===== config.mk =====
export PLATFORM = sky130hd
export DESIGN_NAME = target_ctrl
export DESIGN_NICKNAME = d
export VERILOG_FILES = /design/src/rtl/target_ctrl.sv
export SDC_FILE = /design/constraint.sdc
export NUM_CORES = 1
export LEC_CHECK = 0
export CAP_MARGIN = 20
export CORE_MARGIN = 2
export CORE_UTILIZATION = 40
export CTS_CLUSTER_DIAMETER = 150
export DETAILED_ROUTE_END_ITERATION = 10
export HOLD_SLACK_MARGIN = 0.05
export PLACE_DENSITY = 0.69
export SLEW_MARGIN = 20
export SYNTH_ARGS = -nofsm -noshare
export SYNTH_HDL_FRONTEND = slang
export SYNTH_SLANG_ARGS = --single-unit

===== constraint.sdc =====
create_clock -name clk -period 1.8 [get_ports clk]
set_input_delay 0.36 -clock clk [delete_from_list [all_inputs] [get_ports clk]]
set_output_delay 0.36 -clock clk [all_outputs]
set_load 0.01 [all_outputs]

===== src/rtl/target_ctrl.sv =====
// Reaction-game controller: requests a random target, shows it for a fixed time,
// scores the player's press against it, and repeats for a fixed number of rounds.
module target_ctrl #(
    parameter int N_TARGETS  = 8,
    parameter int TICK_DIV   = 50000,
    parameter int HOLD_TICKS = 500,
    parameter int GAP_TICKS  = 200,
    parameter int ROUNDS     = 16
) (
    input  logic       clk,
    input  logic       rst_n,
    input  logic       start,
    input  logic       hit,
    input  logic [6:0] hit_idx,
    input  logic [6:0] rnd_in,
    output logic       rnd_trig,
    output logic [6:0] rnd_max,
    output logic [6:0] target,
    output logic       target_valid,
    output logic [7:0] score,
    output logic [4:0] round,
    output logic       hit_ok,
    output logic       miss,
    output logic       busy,
    output logic       done
);

    localparam int PW       = (TICK_DIV > 1) ? $clog2(TICK_DIV) : 1;
    localparam int MAXTICKS = (HOLD_TICKS > GAP_TICKS) ? HOLD_TICKS : GAP_TICKS;
    localparam int TW       = $clog2(MAXTICKS + 1);

    localparam logic [PW-1:0] PRESC_LAST = PW'(TICK_DIV - 1);
    localparam logic [TW-1:0] HOLD_LAST  = TW'(HOLD_TICKS - 1);
    localparam logic [TW-1:0] GAP_LAST   = TW'(GAP_TICKS - 1);
    localparam logic [6:0]    TGT_COUNT  = 7'(N_TARGETS);
    localparam logic [6:0]    TGT_LAST   = 7'(N_TARGETS - 1);
    localparam logic [4:0]    ROUND_LAST = 5'(ROUNDS);

    typedef enum logic [2:0] {IDLE, REQ, CAPT, SHOW, GAP, DONE} state_t;

    state_t        state;
    logic [PW-1:0] presc;
    logic [TW-1:0] ticks;

    logic [PW-1:0] presc_nxt;
    logic [TW-1:0] ticks_nxt;
    logic          tick_end;
    logic          show_end;
    logic          gap_end;
    logic [6:0]    v;
    logic [6:0]    new_target;

    assign rnd_max = TGT_LAST;

    // target doubles as the previous-target register: it holds outside SHOW
    // and is cleared by reset, so a repeat draw can be nudged to the next index.
    always_comb begin
        tick_end   = (presc == PRESC_LAST);
        show_end   = tick_end && (ticks == HOLD_LAST);
        gap_end    = tick_end && (ticks == GAP_LAST);
        presc_nxt  = tick_end ? '0 : presc + PW'(1);
        ticks_nxt  = tick_end ? ticks + TW'(1) : ticks;
        v          = (rnd_in >= TGT_COUNT) ? 7'd0 : rnd_in;
        new_target = v;
        if ((v == target) && (round != 5'd0))
            new_target = (v == TGT_LAST) ? 7'd0 : v + 7'd1;
    end

    always_ff @(posedge clk or negedge rst_n) begin
        if (!rst_n) begin
            state        <= IDLE;
            presc        <= '0;
            ticks        <= '0;
            target       <= '0;
            target_valid <= 1'b0;
            score        <= '0;
            round        <= '0;
            rnd_trig     <= 1'b0;
            hit_ok       <= 1'b0;
            miss         <= 1'b0;
            busy         <= 1'b0;
            done         <= 1'b0;
        end else begin
            rnd_trig <= 1'b0;
            hit_ok   <= 1'b0;
            miss     <= 1'b0;
            case (state)
                IDLE, DONE: begin
                    if (start) begin
                        score    <= '0;
                        round    <= '0;
                        done     <= 1'b0;
                        busy     <= 1'b1;
                        rnd_trig <= 1'b1;
                        state    <= REQ;
                    end
                end
                REQ: state <= CAPT;
                CAPT: begin
                    target       <= new_target;
                    target_valid <= 1'b1;
                    presc        <= '0;
                    ticks        <= '0;
                    state        <= SHOW;
                end
                SHOW: begin
                    // A press beats a coincident timeout; either way exactly one pulse.
                    if (hit || show_end) begin
                        if (hit && (hit_idx == target)) begin
                            hit_ok <= 1'b1;
                            if (score != 8'hFF)
                                score <= score + 8'd1;
                        end else begin
                            miss <= 1'b1;
                        end
                        target_valid <= 1'b0;
                        round        <= round + 5'd1;
                        presc        <= '0;
                        ticks        <= '0;
                        state        <= GAP;
                    end else begin
                        presc <= presc_nxt;
                        ticks <= ticks_nxt;
                    end
                end
                GAP: begin
                    if (gap_end) begin
                        if (round == ROUND_LAST) begin
                            busy  <= 1'b0;
                            done  <= 1'b1;
                            state <= DONE;
                        end else begin
                            rnd_trig <= 1'b1;
                            state    <= REQ;
                        end
                    end else begin
                        presc <= presc_nxt;
                        ticks <= ticks_nxt;
                    end
                end
                default: state <= IDLE;
            endcase
        end
    end

endmodule


* Word level (Yosys, flattened, before mapping)
Cells that the tools add are included.
Storage, ports and cells: bits in registers 54
Operators by class: equal/unequal tests 20, muxes and demuxes 44, add/sub/neg operators 5, magnitude comparators 1, reduce and logical (&&, ||, !) cells 18
Operators with widths (count):
- 2-to-1 mux 16 bit | 3
- case mux 16 bit (3 select lines) | 1
- 2-to-1 mux 8 bit | 4
- 2-to-1 mux 9 bit | 3
- case mux 9 bit (3 select lines) | 1
- 2-to-1 mux 7 bit | 3
- adder 16 x 1 -> 16 bit, second input constant | 1
- equality test 16 bit, second input constant | 1
- 2-to-1 mux 1 bit | 16
- case mux 8 bit (2 select lines) | 1
- case mux 3 bit (5 select lines) | 1
- equality test 7 bit | 2
- inequality test 2 bit, second input constant | 7
- 2-to-1 mux 3 bit | 4
- 2-to-1 mux 5 bit | 2
- case mux 5 bit (2 select lines) | 1
- adder 9 x 1 -> 9 bit, second input constant | 1
- equality test 9 x 8 -> 1 bit, second input constant | 1
- equality test 9 bit, second input constant | 1
- adder 8 x 1 -> 8 bit, second input constant | 1
- inequality test 8 bit, second input constant | 1
- case mux 1 bit (2 select lines) | 4
- adder 7 x 1 -> 7 bit, second input constant | 1
- equality test 7 x 3 -> 1 bit, second input constant | 1
- 17 further kinds | 26

* Depth between registers and ports, before layout
Gate-level depths: netlist of the first run.
depth in word-level cells 5, mapped depth 8, depth with buffers taken out 7

* Worst setup path after synthesis of the first run
OpenSTA, ideal clock, no wires.
kind reg-to-reg, start point register presc[0], end point register presc[6], arrival time 1.804 ns, setup slack -0.134 ns, setup time 0.129 ns, stages on the path, launching flop included 9, cell sequence dfrtp_1 ha_1 and3_1 and4_1 buf_4 o211a_1 buf_4 o21ai_0 o21ai_0
Between the ends: longest elaborated chain between the ends 5
Ends and longest elaborated chain:
- from (decl) | RTL line 42 | logic [PW-1:0] presc;
- from (signal assigned) | RTL line 122 | presc <= presc_nxt;
- from (signal assigned) | RTL line 137 | presc <= presc_nxt;
- branches (longest 5 deep; another with adder 16 x 1 -> 16 bit)
Several ways; the timed one is not identified. The select of a mux whose other input is x is not followed. A chain may end at the register's enable or synchronous reset.

* Worst setup path in the final report of the first run
start point register target[4], end point register score[4]
Between the ends: longest elaborated chain between the ends 4
Ends and longest elaborated chain:
- from (decl) | RTL line 18 | output logic [6:0] target,
- from (signal assigned) | RTL line 100 | target <= new_target;
- equality test 7 bit | RTL line 109 | if (hit && (hit_idx == target)) begin
- logical AND 1 bit | RTL line 109
- inequality test 2 bit (no source line)
- AND reduction 5 bit (no source line)
- to (signal assigned) | RTL line 112 | score <= score + 8'd1;
- to (decl) | RTL line 20 | output logic [7:0] score,
No other way between the ends.

==> impl_metrics.toml, run 1 <==
[route]
wire_per_inst_um = 15.89
ant_nets = 0
drc = 0
wl_um = 9361
via_count = 3226
initialDrtViolationCount = 168
via_per_inst = 5.477
drtPass1Iterations = 4

[critical_path]
critPathKind = "reg -> reg"
crit_fanout = 5
critPathCaptureType = "register"
worstSetupStartpointType = "register"
required_ns = 2.05
critPathArrivalTime_ns = 2.13

[timing]
setup_tns_ns = -1.132
hold_viol = 0
layout_setup_ws_ns = -0.08615
fmaxAchievable_ghz = 0.5302
fin_worst_skew_ns = 0.007437
rsz0062_at_grt = "yes"
maxSlewViolCount = 0
fin_crit_sh = 1.048
setup_viol = 25
hold_ws_ns = 0.5004
fin_crit_ns = 1.886

[floorplan]
die_x_um = 94.05
start_util = 0.4154
die_area_mm2 = 0.008844
fp.coreArea_mm2 = 0.007807
die_h_um = 94.05
ioPinCount = 51
rows = 32

[global_route]
antenna_found_initial = 0
grt_pass1_wl_um = 14010
grt_max_degree = 55
overflow = 0
grt_pass1_vias = 2993
grtUsageTotal = 0.1976

[synthesis]
syn_avg_cell_area_um2 = 9.293
synth_seq_area_share = 0.4167
synth-edff-count = 0
yosysWarnings = 0
synthesis.area_mm2 = 0.003243
synth_top_area_cell = "dfrtp_1"
syn_inst = 349
synthFlopType = "dfrtp_1"
ys_seq_elements = 54
synth_top_area_share = 0.4167
async_flop_share = 1.000
ys_top_cells_by_area = "dfrtp_1 42%, xnor2_1 4.6%, o21ai_0 4.0%"
synth_cell_types = 61

[clocking]
clkLatencyLatePin_ns = 0.31
clock-sinks = 54
cts_tree = "yes"
clkTransAtPathRegs_ns = 0.10
cts_root_buf = "clkbuf_8"
cts_max_level = 2
numCtsBuffers = 5
clockBufferDepth = 2

[cells_and_area]
drive_gt1_frac = 0.3963
fin_cells = 589
final_nets = 510
fin_util = 0.6465
area_growth_pct = 55.63
fillers = 629
final_cell_mix = "80 x buf_4, 50 x dfrtp_1, 28 x clkdlybuf4s50_1"
antenna_cells = 0
mostFrequentLayoutCell = "buf_4"

[pwr]
power.leakage_nw = 2.092
peakVddDrop_v = 0.0004621
p_per_area_mw_per_mm2 = 1005

[place]
place.gp.congestion = 0.8430
dp.cells = 553
dp_hpwl_um = 5797
io_buffers = 43

[outcome]
failed_checks = "setup timing"
status = "complete, but fails checks"

[run]
drv_cap = 0

[worst_hold_path]
min_path_type = "reg -> reg"
==> cells in the mapped netlist (4+ instances only) <==
library cell / count
a31oi_1: 6
ha_1: 6
a21oi_1: 24
nand3_1: 17
o21ai_0: 26
and2_1: 7
buf_4: 11
inv_1: 13
nand4_1: 11
or3_1: 9
or4_1: 4
nor2_1: 25
and3_1: 4
clkbuf_1: 5
nand2_1: 29
xnor2_1: 17
dfrtp_1: 54
nor3_1: 7
and4_1: 4
==> stage by stage <==
| step | power [W] | instance area (µm²) | setup WS, ns |
|---|---|---|---|
| global route | 0.005376 | 5047 | -0.2032 |
| CTS | 0.004570 | 4586 | -0.1010 |
| global placement | 0.003628 | 4339 | -0.4274 |
| finish | 0.005071 | 5047 | -0.08615 |
| floorplan | 0.002789 | 3349 | -0.04792 |
| detailed placement | 0.003687 | 4339 | -0.4784 |
==> flip-flops by register name, summed over array words and instances (netlist names), 3 cells and up <==
name    count
ticks       9
score       8
state       3
round       5
target      7
presc      16
==> area by class of cell <==
cell class / count / area, µm² / share of cell area
clock buffers: 6 / 82.58 / 0.01636
clock inverters: 2 / 16.27 / 0.003223
inverters: 13 / 48.80 / 0.009668
multi-input cells: 272 / 2183 / 0.4326
flip-flops and latches: 54 / 1356 / 0.2687
well taps: 102 / 127.6 / 0.02529
repair buffers: 140 / 1232 / 0.2442
==> power by group <==
part	switching, W	total [W]	leakage (nW)	internal, W
Sequential	0.000123	0.00150	0.724	0.00138
Combinational	0.00148	0.00284	1.32	0.00136
Clock	0.000417	0.000735	0.0478	0.000318
==> worst max-delay path, stage by stage, from the launching register on <==
cell	delay, ns
dfrtp_1	0.43
xnor2_1	0.18
nand4_1	0.18
or4_4	0.56
or3_1	0.34
a21oi_2	0.12
==> repair_timing <==
| action | CTS | global route |
|---|---|---|
| endpoints found under the setup margin | 35 | 49 |
| gates resized for setup | 28 | 90 |
| pin swaps | 18 | 48 |
| setup buffers | 8 | 17 |
| gates cloned | 2 | 3 |
| hold endpoints to repair | 6 | 0 |
| hold buffers | 1 | 0 |
==> final timing paths <==
check / start / cells past startpoint / slack, ns / to
worst max-delay path: target[4] / 5 / -0.09 / score[4]
worst min register to register: target_valid / 1 / 0.50 / target_valid
worst min-delay path: target_valid / 1 / 0.50 / target_valid
max in group asynchronous: rst_n / 3 / 0.95 / target[0]
worst max register to register: target[4] / 5 / -0.09 / score[4]
min in group asynchronous: rst_n / 3 / 0.57 / hit_ok
==> per-layer routing <==
metal / global-route usage / vias up / wire length, µm
met3: 0.02729 / 12 / 375
li1: - / 1555 / -
met5: 0 / - / 0
met2: 0.3458 / 65 / 4807
met4: 0.03986 / 0 / 139
met1: 0.2614 / 1594 / 4038
==> cell families (layout without fill, tap and decap cells) <==
kind of cell               Yosys count  count (layout)  share of synthesized area
other                                2               7                   0.002316
buffers and inverters               32             161                    0.05285
muxes                                3               3                   0.009260
and+or+nand+nor                    150             151                     0.2685
adders and majority gates            6               6                    0.02315
xor gates and xnor gates            17              17                    0.04591
DFF                                 54              54                     0.4167
AOI/OAI and AO/OA                   85              88                     0.1813
(Power assumes the default switching activity.)
==> inputs of run 2 (changes only) <==
--- a/config.mk
+++ b/config.mk
@@ -11,7 +11,7 @@
 export CTS_CLUSTER_DIAMETER = 150
 export DETAILED_ROUTE_END_ITERATION = 10
 export HOLD_SLACK_MARGIN = 0.05
-export PLACE_DENSITY = 0.69
+export PLACE_DENSITY = 0.66
 export SLEW_MARGIN = 20
 export SYNTH_ARGS = -nofsm -noshare
 export SYNTH_HDL_FRONTEND = slang
==> constraint.sdc (replaced) <==
create_clock -name clk -period 1.95 [get_ports clk]
set_input_delay 0.39 -clock clk [delete_from_list [all_inputs] [get_ports clk]]
set_output_delay 0.39 -clock clk [all_outputs]
set_load 0.01 [all_outputs]
==> impl_metrics.toml, run 2 (synthesized netlist as in run 1, its figures left out) <==
[global_route]
overflow = 0
grt_max_degree = 33
grt_pass1_wl_um = 13480
grt_pass1_vias = 2884
grtUsageTotal = 0.1890
antenna_found_initial = 0

[cells_and_area]
area_growth_pct = 39.58
regMostFlops = "presc"
fin_util = 0.5798
antenna_cells = 0
final_nets = 483
largestRegisters = "presc: 16 flops, ticks: 9 flops, score: 8 flops"
final_cell_area_mm2 = 0.004527
final_cell_mix = "71 x buf_4, 52 x dfrtp_1, 35 x clkdlybuf4s50_1"
drive_gt1_frac = 0.2739
fillers = 695
largest_reg_flops = 16
fin_cells = 562
mostFrequentLayoutCell = "buf_4"

[pwr]
peakVddDrop_v = 0.0004085
power.leakage_nw = 1.887
p_per_area_mw_per_mm2 = 948.9

[place]
dp_hpwl_um = 5931
io_buffers = 43
post_dp_cell_area_mm2 = 0.004223
place.gp.congestion = 0.8698
dp.cells = 549
place_ws_ns = -0.4986

[clocking]
cts_tree = "yes"
cts_max_level = 2
clkTransAtPathRegs_ns = 0.11
clock-sinks = 54
clockBufferDepth = 2
cts_root_buf = "clkbuf_8"
numCtsBuffers = 5
clkLatencyLatePin_ns = 0.32

[run]
drv_cap = 0

[floorplan]
start_util = 0.4154
die_h_um = 94.05
ioPinCount = 51
rows = 32
fp.coreArea_mm2 = 0.007807
die_x_um = 94.05
die_area_mm2 = 0.008844

[worst_hold_path]
min_from = "target_valid"
hold_path_depth = 1
min_path_type = "reg -> reg"
hold_end = "target_valid"

[timing]
rsz0062_at_grt = "yes"
layout_setup_ws_ns = 0.006322
setup_tns_ns = 0
fin_worst_skew_ns = 0.01682
setup_viol = 0
fin_crit_ns = 1.944
max_slew.worst_pin.slew_ns = 0.5231
fin_crit_sh = 0.9968
maxSlewViolCount = 0
fmaxAchievable_ghz = 0.5145
hold_viol = 0
max-slew-margin-rel = 0.6480

[critical_path]
r2r-start = "target[4]"
crit_fanout = 5
critPathKind = "reg -> reg"
worstSetupStartpointType = "register"
worstRegToRegCells = 5
reg2reg_slack_ns = 0.006
critPathArrivalTime_ns = 2.20
critPathCaptureType = "register"
timing.rr.end = "score[4]"
required_ns = 2.21

[route]
wl_um = 8147
drc = 0
via_count = 3018
ant_nets = 0
wire_per_inst_um = 14.50
initialDrtViolationCount = 111
via_per_inst = 5.370
drtPass1Iterations = 5

[outcome]
status = "complete, no violations"
-- run 2: cell types whose count changed in the layout (fill, tap and decap cells not counted), moves of 6 or more --
cell	before	now
o21ai_0	9	24
buf_6	13	0
o21ai_1	14	2
a21oi_1	11	21
buf_4	80	71
a21oi_2	12	4
clkdlybuf4s50_1	28	35
nor2_2	7	0
nor2_1	17	23
-- run 2: per-stage QoR --
| stage | hold WS, ns | total power [W] |
|---|---|---|
| finish | 0.4872 | 0.004296 |
| global route | 0.5032 | 0.004589 |
| CTS | 0.4909 | 0.004206 |
| detailed placement | 0.4008 | 0.003366 |
| global placement | 0.4112 | 0.003317 |
| floorplan | 0.09441 | 0.002495 |
-- run 2: report_power, final --
part	leakage [nW]	internal [W]	switching, W	total (W)
sequential	0.728	0.00127	0.000142	0.00141
clock	0.0618	0.000423	0.000385	0.000808
combinational	1.10	0.000998	0.00108	0.00208
-- run 2: metal layers --
metal  routed length [µm]  GRT usage  vias up
met2                 3835     0.3071       73
met5                    0          0        -
met1                 3834     0.2588     1444
met3                  335    0.02970       13
met4                  142    0.05918        0
li1                     -          -     1488
-- run 2: final cells by class --
cell class	count	area [µm²]	area share
Multi-Input combinational cell	269	1896	0.4187
Sequential cell	54	1354	0.2991
Timing Repair Buffer	116	979.7	0.2164
Tap cell	102	127.6	0.02819
Clock buffer	6	82.58	0.01824
Inverter	13	48.80	0.01078
Clock inverter	2	38.79	0.008568
-- run 2: worst max-delay path, cell delays in order, from the launching register on --
cell and delay (ns):
dfrtp_1 0.43, xnor2_1 0.17, nand4_1 0.21, or4_4 0.58, or3_4 0.39, a21oi_2 0.12
-- run 2: repair_timing --
item	in CTS	in global routing
gates cloned	1	0
pin swaps	13	7
hold endpoints to repair	5	0
setup endpoints to repair	22	38
buffers inserted	0	3
resized for setup	14	28
hold buffers	1	0
-- run 2: worst max path at each step --
| stage | startpoint | endpoint | slack [ns] | cells after the start |
|---|---|---|---|---|
| finish | target[4] | score[4] | 0.006 | 5 |
| global route | target[0] | score[4] | -0.1 | 5 |
| CTS | target[0] | score[4] | -0.04 | 5 |
| detailed placement | hit_idx[0] | score[4] | -0.50 | 6 |
| global placement | hit_idx[1] | score[3] | -0.45 | 6 |
| floorplan | presc[0] | presc[6] | 0.02 | 8 |
==> inputs of run 3 (changes only) <==
--- a/config.mk
+++ b/config.mk
@@ -10,8 +10,9 @@
 export CORE_UTILIZATION = 40
 export CTS_CLUSTER_DIAMETER = 150
 export DETAILED_ROUTE_END_ITERATION = 10
+export GPL_TIMING_DRIVEN = 0
 export HOLD_SLACK_MARGIN = 0.05
-export PLACE_DENSITY = 0.66
+export PLACE_DENSITY_LB_ADDON = 0.3
 export SLEW_MARGIN = 20
 export SYNTH_ARGS = -nofsm -noshare
 export SYNTH_HDL_FRONTEND = slang
==> impl_metrics.toml, run 3 (synthesized netlist as in run 1, its figures left out) <==
[clocking]
cts_max_level = 2
clock-sinks = 54
numCtsBuffers = 5
clockBufferDepth = 2
clkTransAtPathRegs_ns = 0.11
clkLatencyLatePin_ns = 0.31
cts_root_buf = "clkbuf_8"
cts_tree = "yes"

[cells_and_area]
multi_input_area_mm2 = 0.002018
final_cell_area_mm2 = 0.004581
final-seq-area_mm2 = 0.001360
area_growth_pct = 41.24
final_nets = 468
largestRegisters = "presc: 16 flops, ticks: 9 flops, score: 8 flops"
regMostFlops = "presc"
fillers = 656
antenna_cells = 0
final_cell_mix = "47 x dfrtp_1, 45 x buf_4, 33 x clkdlybuf4s50_1"
mostFrequentLayoutCell = "dfrtp_1"
largest_reg_flops = 16
fin_util = 0.5867
drive_gt1_frac = 0.2899

[timing]
max-slew-margin-rel = 0.5471
fin_crit_sh = 1.050
setup_viol = 8
max_slew.worst_pin.slew_ns = 0.6793
layout_setup_ws_ns = -0.09726
fin_worst_skew_ns = 0.01872
hold_viol = 0
rsz0062_at_grt = "yes"
maxSlewViolCount = 0
fin_crit_ns = 2.047
fmaxAchievable_ghz = 0.4885
hold_ws_ns = 0.1082

[floorplan]
fp.coreArea_mm2 = 0.007807
die_area_mm2 = 0.008844
ioPinCount = 51
die_x_um = 94.05
rows = 32
start_util = 0.4154
die_h_um = 94.05

[outcome]
status = "complete, but fails checks"
failed_checks = "setup timing"

[route]
wl_um = 8250
drtPass1Iterations = 4
wire_per_inst_um = 15.08
ant_nets = 0
drc = 0
via_per_inst = 5.433
initialDrtViolationCount = 131
via_count = 2972

[global_route]
grtUsageTotal = 0.1918
overflow = 0
antenna_found_initial = 0
grt_max_degree = 55
grt_pass1_vias = 2852
grt_pass1_wl_um = 13670

[critical_path]
crit_fanout = 6
required_ns = 2.20
critPathKind = "in -> reg"
critPathCaptureType = "register"
worstSetupStartpointType = "input port"
worstRegToRegCells = 5
critPathArrivalTime_ns = 2.30

[worst_hold_path]
min_path_type = "in -> async"

[pwr]
p_per_area_mw_per_mm2 = 955.1
peakVddDrop_v = 0.0005435
power.leakage_nw = 1.865

[run]
drv_cap = 0

[place]
post_dp_cell_area_mm2 = 0.003817
place.gp.congestion = 0.8071
io_buffers = 43
dp_hpwl_um = 5104
run 3: area by class of cell:
type / instances / area share
plain buffers: 18 / 0.03005
clock buffers: 6 / 0.01803
flip-flops and latches: 54 / 0.2969
inverters: 13 / 0.01065
clock inverters: 2 / 0.008468
well taps: 102 / 0.02786
repair buffers: 84 / 0.1674
multi-input cells: 268 / 0.4406
run 3: stage by stage:
stage	TNS, ns	total power [W]	std cells	worst slack, ns
after floorplan	0	0.002495	354	0.01639
after global placement	-72.65	0.003016	499	-1.185
after detailed placement	-10.04	0.003067	499	-0.6150
after CTS	-0.4746	0.004093	533	-0.1319
after global routing	-1.482	0.004674	547	-0.1415
final	-0.3952	0.004375	547	-0.09726
run 3: worst paths after layout:
| kind | endpoint | slack, ns | start |
|---|---|---|---|
| max | score[5] | -0.1 | hit_idx[3] |
| min | score[7] | 0.11 | rst_n |
| max reg2reg | score[5] | -0.07 | state[2] |
| min reg2reg | target_valid | 0.51 | target_valid |
| max in group asynchronous | presc[5] | 1.35 | rst_n |
| min in group clk | target_valid | 0.51 | target_valid |
run 3: worst max-delay path: stages:
cell             delay [ns]
clkdlybuf4s50_1        0.47
xnor2_1                0.12
nand4_1                0.18
or4_4                  0.54
buf_6                  0.15
or3_4                  0.33
a21oi_2                0.13
run 3: power by group:
| group | leakage, nW | switching, W | internal [W] |
|---|---|---|---|
| sequential | 0.720 | 0.000164 | 0.00127 |
| combinational | 1.08 | 0.00114 | 0.000994 |
| clock | 0.0618 | 0.000380 | 0.000423 |
run 3: per-layer routing:
layer,GRT usage,vias to the layer above,wire [µm]
met5,0,-,0
met4,0.05918,0,126
met3,0.03210,14,327
met2,0.3196,78,4044
met1,0.2550,1423,3751
li1,-,1457,-
run 3: timing repair:
| item | 4_1_cts | 5_1_grt |
|---|---|---|
| hold buffers | 0 | 0 |
| gates resized for setup | 45 | 43 |
| setup endpoints to repair | 44 | 43 |
| pin swaps | 24 | 17 |
| buffers inserted | 26 | 15 |
